===== src/rtl/timed_channel_scanner.sv =====
// rtl/timed_channel_scanner.sv - N-channel timed round-robin scanner with hold, manual advance and enable mask.
// Optional forced select is compiled in with SCAN_FORCE_SEL_EN.
module timed_channel_scanner #(
  parameter int CLK_FREQ_HZ = 25_000_000,
  parameter int DATA_W      = 16,
  parameter int N_CH        = 4,
  parameter int DWELL_MS    = 1000,
  localparam int IDX_W      = $clog2(N_CH)
) (
  input  logic                     clk,
  input  logic                     reset_n,
  input  logic [N_CH*DATA_W-1:0]   data_in,
  input  logic [N_CH-1:0]          ch_en,
  input  logic                     hold,
  input  logic                     next,
  output logic [DATA_W-1:0]        data_out,
  output logic [IDX_W-1:0]         sel_idx,
  output logic                     sel_valid,
  output logic                     switch_pulse
`ifdef SCAN_FORCE_SEL_EN
  ,
  input  logic                     force_en,
  input  logic [IDX_W-1:0]         force_idx
`endif
);

  localparam int DWELL_CYC = CLK_FREQ_HZ / 1000 * DWELL_MS;
  localparam int CNT_W     = $clog2(DWELL_CYC + 1);

  logic [IDX_W-1:0] sel_q, sel_d;
  logic [CNT_W-1:0] cnt_q, cnt_d;
  logic             pulse_q, pulse_d;

  logic [IDX_W-1:0] nxt_idx;
  logic             found;
  logic             terminal;
  logic             advance;
  logic             mask_empty;
  int               idx;

  assign mask_empty = (ch_en == '0);
  assign terminal   = (cnt_q == CNT_W'(DWELL_CYC - 1)) && !hold;
  assign advance    = terminal || next || !ch_en[sel_q];

  // Search starts one past the current channel and visits the current one last.
  always_comb begin
    nxt_idx = sel_q;
    found   = 1'b0;
    idx     = 0;
    for (int i = 1; i <= N_CH; i++) begin
      idx = int'(sel_q) + i;
      if (idx >= N_CH) idx = idx - N_CH;
      if (!found && ch_en[idx]) begin
        nxt_idx = IDX_W'(idx);
        found   = 1'b1;
      end
    end
  end

`ifdef SCAN_FORCE_SEL_EN
  logic [IDX_W-1:0] force_sat;
  assign force_sat = (force_idx > IDX_W'(N_CH - 1)) ? IDX_W'(N_CH - 1) : force_idx;
`endif

  always_comb begin
    sel_d   = sel_q;
    cnt_d   = cnt_q;
    pulse_d = 1'b0;
`ifdef SCAN_FORCE_SEL_EN
    if (force_en) begin
      sel_d   = force_sat;
      cnt_d   = '0;
      pulse_d = (force_sat != sel_q);
    end else
`endif
    if (mask_empty) begin
      cnt_d = '0;
    end else if (advance) begin
      sel_d   = nxt_idx;
      cnt_d   = '0;
      pulse_d = 1'b1;
    end else if (!hold) begin
      cnt_d = cnt_q + CNT_W'(1);
    end
  end

  always_ff @(posedge clk or negedge reset_n) begin
    if (!reset_n) begin
      sel_q   <= '0;
      cnt_q   <= '0;
      pulse_q <= 1'b0;
    end else begin
      sel_q   <= sel_d;
      cnt_q   <= cnt_d;
      pulse_q <= pulse_d;
    end
  end

`ifdef SCAN_FORCE_SEL_EN
  assign sel_valid = force_en || !mask_empty;
`else
  assign sel_valid = !mask_empty;
`endif

  always_comb begin
    data_out = '0;
    if (sel_valid) begin
      for (int k = 0; k < N_CH; k++) begin
        if (sel_q == IDX_W'(k)) data_out = data_in[k*DATA_W +: DATA_W];
      end
    end
  end

  assign sel_idx      = sel_q;
  assign switch_pulse = pulse_q;

endmodule


===== config.mk =====
export PLATFORM = sky130hd
export DESIGN_NAME = timed_channel_scanner
export DESIGN_NICKNAME = d
export VERILOG_FILES = /design/src/rtl/timed_channel_scanner.sv
export SDC_FILE = /design/constraint.sdc
export NUM_CORES = 1
export LEC_CHECK = 0
export BUFFER_PORTS_ARGS = -buffer_cell sky130_fd_sc_hd__buf_2
export CAP_MARGIN = 15
export CORE_ASPECT_RATIO = 1.4
export CORE_MARGIN = 1.5
export CORE_UTILIZATION = 49
export CTS_CLUSTER_DIAMETER = 80
export DETAILED_ROUTE_END_ITERATION = 7
export PLACE_DENSITY = 0.84
export SLEW_MARGIN = 20
export SYNTH_ARGS = -nofsm -noshare
export SYNTH_HDL_FRONTEND = slang
export SYNTH_SLANG_ARGS = --single-unit

===== constraint.sdc =====
create_clock -name clk -period 2.4 [get_ports clk]
set_input_delay 0.36 -clock clk [delete_from_list [all_inputs] [get_ports clk]]
set_output_delay 0.36 -clock clk [all_outputs]
set_load 0.02 [all_outputs]

After elaboration in Yosys (flattened, before gate mapping)
Cells that the tools add are included.
W data, S select, Z words.
- flip-flop bits (word level): 28
- bits of input ports: 72
- output and inout bits: 20
- word-level logic and storage cells: 78
- $add $sub $neg: 9
- magnitude comparators: 9
- eq/ne operators: 5
- muxes and demuxes: 35
- bitwise logic cells: 1
- reduce and logical (&&, ||, !) cells: 16
- operators by type and width (operator ; number):
    $lt A32 B4 Y1 const B ; 4
    $mux W32 ; 4
    $mux W16 ; 5
    $mux W25 ; 3
    $add A25 B1 Y25 const B ; 1
    $eq A25 B25 Y1 const B ; 1
    $mux W1 ; 14
    $sub A3 B3 Y4 const B ; 3
    $bmux W1 S2 ; 5
    $ge A3 B3 Y1 const B ; 3
    $mux W2 ; 4
    $add A2 B2 Y3 const B ; 2
    $logic_not A1 Y1 ; 6
    $sub A4 B3 Y5 const B ; 1
    $add A2 B3 Y4 const B ; 1
    $eq A2 B2 Y1 const B ; 2
    $ge A4 B3 Y1 const B ; 1
    $logic_and A1 B1 Y1 ; 4
    $logic_not A4 Y1 ; 1
    $reduce_bool A4 Y1 ; 1
    $add A2 B1 Y3 const B ; 1
    $lt A2 B3 Y1 const B ; 1
    $ne A3 B1 Y1 const B ; 1
    $reduce_and A3 Y1 ; 1
    4 further kinds ; 5

Logic depth before layout (Yosys ltp)
Gate-level depths: netlist (run 1).
- depth in word-level cells: 17
- depth in mapped cells: 9
- mapped depth without buffers: 7

Worst setup path after synthesis (run 1)
OpenSTA, ideal clock, no wires.
- path type: register to output
- from: register sel_q[1], in the netlist sel_idx[1]
- to: output data_out[4]
- arrival time: 1.992 ns
- required time: 2.040 ns
- setup slack: 0.048 ns
- stages on the path, launching flop included: 9
- buffers on the path: 2
- cell sequence: dfrtp_1 -> inv_1 -> ha_1 -> clkbuf_1 -> clkbuf_1 -> a21oi_1 -> o21ai_0 -> mux2i_1 -> nor2_1
- cells in the longest elaborated chain, start to end: 6
- elaborated cells between the ends (all ways): 9
- classes of those cells: eq/ne (3); mux (5); reduce/logical (1)
- ends and longest elaborated chain (item ; RTL line ; RTL):
    start: declaration ; 30 ; logic [IDX_W-1:0] sel_q, sel_d;
    start signal: assignment ; 93 ; sel_q <= sel_d;
    $logic_not A2 Y1 ; 109 ; if (sel_q == IDX_W'(k)) data_out = data_in[k*DATA_W +: DATA_W];
    $mux W16 (3 in a row) ; 109 ;
    $mux W16 * ; 109 ;
    $mux W16 * ; 107 ; if (sel_valid) begin
    end: declaration ; 16 ; output logic [DATA_W-1:0] data_out,
Every way passes the cells marked *; elsewhere a longest branch is shown, timed or not.

Worst setup path after layout (run 1)
- from: register sel_q[1], in the netlist sel_idx[1]
- to: output data_out[5]
Same word-level chain as after synthesis.

==> results.cfg, run 1 <==
[outcome]
outcome = completed

[grt]
grt_pass1_wl_um = 9010
first_global_vias = 2175
met2_usage = 0.408
grt.busiest_layer = met2
grt_util_all_layers = 0.227
grtUsageMet1 = 0.235
grtUsageMet3 = 0.0512
grt-ovfl-total = 0
antenna_found_initial = 0
grt_max_degree = 33

[sta]
slew_violations = 0
setup_violations = 0
min_period_ps = 2330
period_share = 0.969
max_freq_mhz = 430
timing_hold_violations_final = 0
slew_headroom = 0.592
worst_slew_pin_slew_ps = 612
skew_ps = 6.63
setup_tns_ps = 0

[clocking]
cts-root-buf = clkbuf_8
cts-htree-levels = 1
cts_tree = built
cts_num_sinks = 28
cts.reportedPaths.clkPinSlew_ps = 90
insertion_delay_ps = 280
cts_buffers = 3
cts_buffer_depth = 2

[logic_synthesis]
postSynth.asyncResetShare = 1.00
synth_common_cells = nor2_1 (47), dfrtp_1 (28), nand2_1 (23), a21oi_1 (21), o21ai_0 (21)
synth.cell_area_um2 = 2300
syn-mean-instance-area_um2 = 8.17
synthCells = 281
ys_warn_count = 0
synth_area_leaders = dfrtp_1 (31%), nor2_1 (7.7%), mux2i_1 (7.0%)
yosysMostFrequentCell = nor2_1
synth_top_area_share = 0.305
synth-edff-count = 0
synthFlopType = dfrtp_1
syn_nets = 358
ys_types = 41
yosysSeqAreaShare = 0.305
yosysTopAreaCell = dfrtp_1
yosys_register_bits = 28

[setup_path]
worstPathRequired_ps = 2040
critPathArrivalTime_ps = 1970
critPathKind = reg2out
cp_max_fo = 13
startpoint = sel_idx[1]
critPathLaunchType = register
r2r-start = sel_idx[0]
end_kind = output pin

[cells_and_area]
multi_input_comb_area_um2 = 1530
layout-drive-gt1-share = 0.328
num_antenna_cells = 0
instances_no_fill = 437
nets = 453
area_growth_pct = 31.4
fill_cells = 364
utilization = 0.665
ff_latch_area_um2 = 701

[drt]
drc_errors = 0
drt_iter0_markers = 125
wl_per_cell_um = 14.1
vias = 2376
dr.pass1.iters = 4
drt_wl_total_um = 6170
ant_nets = 0
via_per_inst = 5.44

[floorplan]
dieArea_um2 = 5110
ios = 92
die_y_um = 84.0
num_rows = 29
core_um2 = 4540
dieWidth_um = 60.9
start_util = 0.506

[power_and_ir_drop]
p_sw_mw = 1.28
power_frac_seq = 0.181
comb_power_share = 0.691
irDropWorstVdd_mv = 0.617
switching_share = 0.440
internal_power_mw = 1.62
clkPwrFrac = 0.128
power_density_nw_per_um2 = 962
p_leak_nw = 1.46

[placement]
gp_congestion = 0.857
dp_hpwl_um = 4470
dp_cells = 427
port_buffers = 91

[job]
max-cap-violations = 0

[hold_path]
hold_path.class = in2async
cell type report:
type,count,share of cell area
Sequential cell,28,0.232
Tap cell,62,0.0257
Clock inverter,1,0.00995
Clock buffer,3,0.0137
Inverter,5,0.00622
Timing Repair Buffer,106,0.204
Multi-Input combinational cell,232,0.508
final timing paths:
check                               endpoint  cells after the start  slack [ps]
worst max-delay path             data_out[5]                     10          70
worst min-delay path            switch_pulse                      1          80
worst max register to register    sel_idx[1]                      6         440
worst min register to register     cnt_q[21]                      2         540
max in group asynchronous          cnt_q[24]                      1        1920
min in group clk                   cnt_q[24]                      4         460
critical path, stage by stage (launching register included):
cell	delay, ps
dfrtp_1	400
inv_2	120
buf_12	120
ha_4	180
buf_4	130
and3b_1	150
a21oi_1	40
o21ai_0	140
mux2i_1	80
nor2_1	150
buf_2	190
cell usage in the layout (no fill, tap or decap), types with 2 or more instances in the layout:
| cell type | instances |
|---|---|
| a211oi_1 | 2 |
| a21oi_1 | 21 |
| a31oi_1 | 2 |
| and2_1 | 2 |
| and3_1 | 6 |
| and3b_1 | 16 |
| and4_1 | 2 |
| buf_12 | 2 |
| buf_2 | 90 |
| buf_4 | 12 |
| clkbuf_8 | 3 |
| dfrtp_1 | 28 |
| ha_1 | 3 |
| ha_4 | 2 |
| inv_1 | 4 |
| mux2i_1 | 16 |
| mux4_2 | 2 |
| nand2_1 | 23 |
| nand2b_1 | 3 |
| nand3_1 | 10 |
| nand4_1 | 10 |
| nor2_1 | 46 |
| nor2b_1 | 4 |
| o21ai_0 | 20 |
| or3_1 | 3 |
| xnor2_1 | 5 |
| xor2_1 | 16 |
routing by layer:
| metal | vias up | wire length (µm) |
|---|---|---|
| met2 | 106 | 3110 |
| li1 | 1179 | - |
| met3 | 17 | 551 |
| met1 | 1074 | 2330 |
| met5 | - | 0 |
| met4 | 0 | 176 |
state kept, by name (all words and copies together) (netlist names):
name	cells
cnt_q	25
sel_idx	2
switch_pulse	1
metrics by stage:
stage	total power [mW]	setup slack [ps]	hold slack, ps	cell area, µm²
after detailed placement	2.30	295	401	2840
final	2.90	74.1	81.9	3020
after global routing	3.09	-8.02	130	3020
after CTS	2.68	10.3	101	2910
after global placement	2.28	315	403	2840
after floorplan	1.79	47.7	64.4	2300
power by group through the flow:
stage | Clock (mW) | Combinational (mW) | Sequential (mW)
4_1_cts | 0.374 | 1.79 | 0.519
5_1_grt | 0.392 | 2.17 | 0.527
6_report | 0.371 | 2.01 | 0.524
2_1_floorplan | 0 | 1.22 | 0.565
3_3_place_gp | 0 | 1.75 | 0.526
3_5_place_dp | 0 | 1.78 | 0.528
cells by family after synthesis:
| family | share of synthesized area |
|---|---|
| buf+inv | 0.0398 |
| mux | 0.0943 |
| xor+xnor | 0.0801 |
| compound gates | 0.114 |
| simple gates | 0.335 |
| fa+ha+maj | 0.0316 |
| flops | 0.305 |
repair_timing:
| action | CTS | global route |
|---|---|---|
| setup endpoints to repair | 2 | 16 |
| cloned | 0 | 1 |
| hold buffers | 0 | 0 |
| buffers inserted | 0 | 5 |
| resized for setup | 1 | 8 |
| pin swaps | 0 | 2 |
(Power assumes the default switching activity.)
==> inputs of run 2 (changes only) <==
Settings changed: CORE_UTILIZATION 49 to 50, PLACE_DENSITY 0.84 to 0.85.
Clock period 2.4 ns to 2.73 ns, I/O delays scaled along.
==> results.cfg, run 2 (synthesis results as in run 1) <==
[outcome]
outcome = completed

[sta]
worst_slack_ps = 158
rsz0062_at_grt = false
worst_slew_pin_slew_ps = 618
max_freq_mhz = 389
slew_violations = 0
period_share = 0.942
setup_tns_ps = 0
setup_violations = 0
slew_headroom = 0.588
timing_hold_violations_final = 0
min_period_ps = 2570
skew_ps = 2.27

[drt]
drt_wl_total_um = 6040
met2_length_um = 3050
drt_iter0_markers = 106
wl_met3_um = 430
wl_met1_um = 2440
dr.max_layer_used = met4
drc_errors = 0
wl_per_cell_um = 14.1
ant_nets = 0
dr.pass1.iters = 4
via_per_inst = 5.41
vias = 2317

[power_and_ir_drop]
internal_power_mw = 1.14
clkPwrFrac = 0.099
comb_power_share = 0.689
power_frac_seq = 0.212
switching_share = 0.479
irDropWorstVdd_mv = 0.472
p_leak_nw = 1.39
power_density_nw_per_um2 = 767
p_sw_mw = 1.05

[cells_and_area]
final_common_cell = buf_2
regMostFlops = cnt_q
num_antenna_cells = 0
mostFrequentLayoutCells = buf_2 (91), nor2_1 (47), dfrtp_1 (28)
fin_area_um2 = 2860
area_growth_pct = 24.6
utilization = 0.641
nets = 445
instances_no_fill = 428
layout-drive-gt1-share = 0.303
largest_reg_flops = 25

[clocking]
ctsResizeCount = 0
cts_hold_buffers = 0
cts.reportedPaths.clkPinSlew_ps = 80
cts-root-buf = clkbuf_8
cts_buffers = 3
cts_tree = built
cts_setup_buffers = 0
cts_buffer_depth = 2
cts-htree-levels = 1
cts_num_sinks = 28
insertion_delay_ps = 270

[setup_path]
critPathArrivalTime_ps = 2160
r2r-start = sel_idx[1]
rrSetupSlack_ps = 690
worstPathRequired_ps = 2320
r2r_cells = 6
crit_end = data_out[4]
startpoint = sel_idx[1]
critPathLaunchType = register
cp_max_fo = 32
critPathKind = reg2out
end_kind = output pin
r2r_end = sel_idx[1]

[grt]
grt_util_all_layers = 0.233
first_global_vias = 2107
antenna_found_initial = 0
grt-ovfl-total = 0
grt_pass1_wl_um = 9100
grt_max_degree = 33

[hold_path]
hold_path.class = in2async

[placement]
place_area_um2 = 2820
dp_hpwl_um = 4600
dpl_worst_slack_ps = 465
port_buffers = 91
gp_congestion = 0.891
dp_cells = 425

[floorplan]
dieArea_um2 = 5010
start_util = 0.514
core_um2 = 4460
num_rows = 29
dieWidth_um = 60.3
ios = 92
die_y_um = 83.2

[job]
max-cap-violations = 0
==> run 2: per-stage QoR <==
stage	total power, mW	hold slack [ps]
floorplan	1.57	114
global placement	1.95	454
detailed placement	1.98	460
CTS	2.20	160
global route	2.35	193
finish	2.19	143
==> run 2: power by group through the flow <==
stage	logic [mW]	registers [mW]	clock network (mW)
finish	1.51	0.464	0.217
CTS	1.51	0.464	0.226
floorplan	1.08	0.497	0
global route	1.64	0.468	0.242
global placement	1.48	0.471	0
detailed placement	1.50	0.473	0
==> run 2: area by class of cell <==
cell class,count,area (µm²)
Tap cell,62,77.6
Inverter,5,18.8
Multi-Input combinational cell,232,1520
Timing Repair Buffer,98,508
Fill cell,398,1600
Clock buffer,3,41.3
Sequential cell,28,701
==> run 2: routing by layer <==
layer,GRT usage,vias up
met5,0,-
met4,0.0869,0
met3,0.0374,11
met2,0.424,85
met1,0.259,1060
li1,-,1161
==> run 2: worst min-delay path by stage <==
stage,endpoint,slack [ps],start,cells past startpoint
floorplan,cnt_q[0],110,reset_n,0
global placement,cnt_q[21],450,reset_n,1
detailed placement,cnt_q[21],460,reset_n,1
CTS,cnt_q[15],160,reset_n,1
global route,cnt_q[3],190,reset_n,1
finish,cnt_q[19],140,reset_n,1
==> run 2: worst max-delay path, stage by stage, from the launching register on <==
cell and delay [ps]:
dfrtp_1 460, inv_1 140, ha_1 200, buf_4 210
and3b_1 230, a21oi_1 40, o21ai_0 160, mux2i_1 90
nor2_1 180, buf_2 200
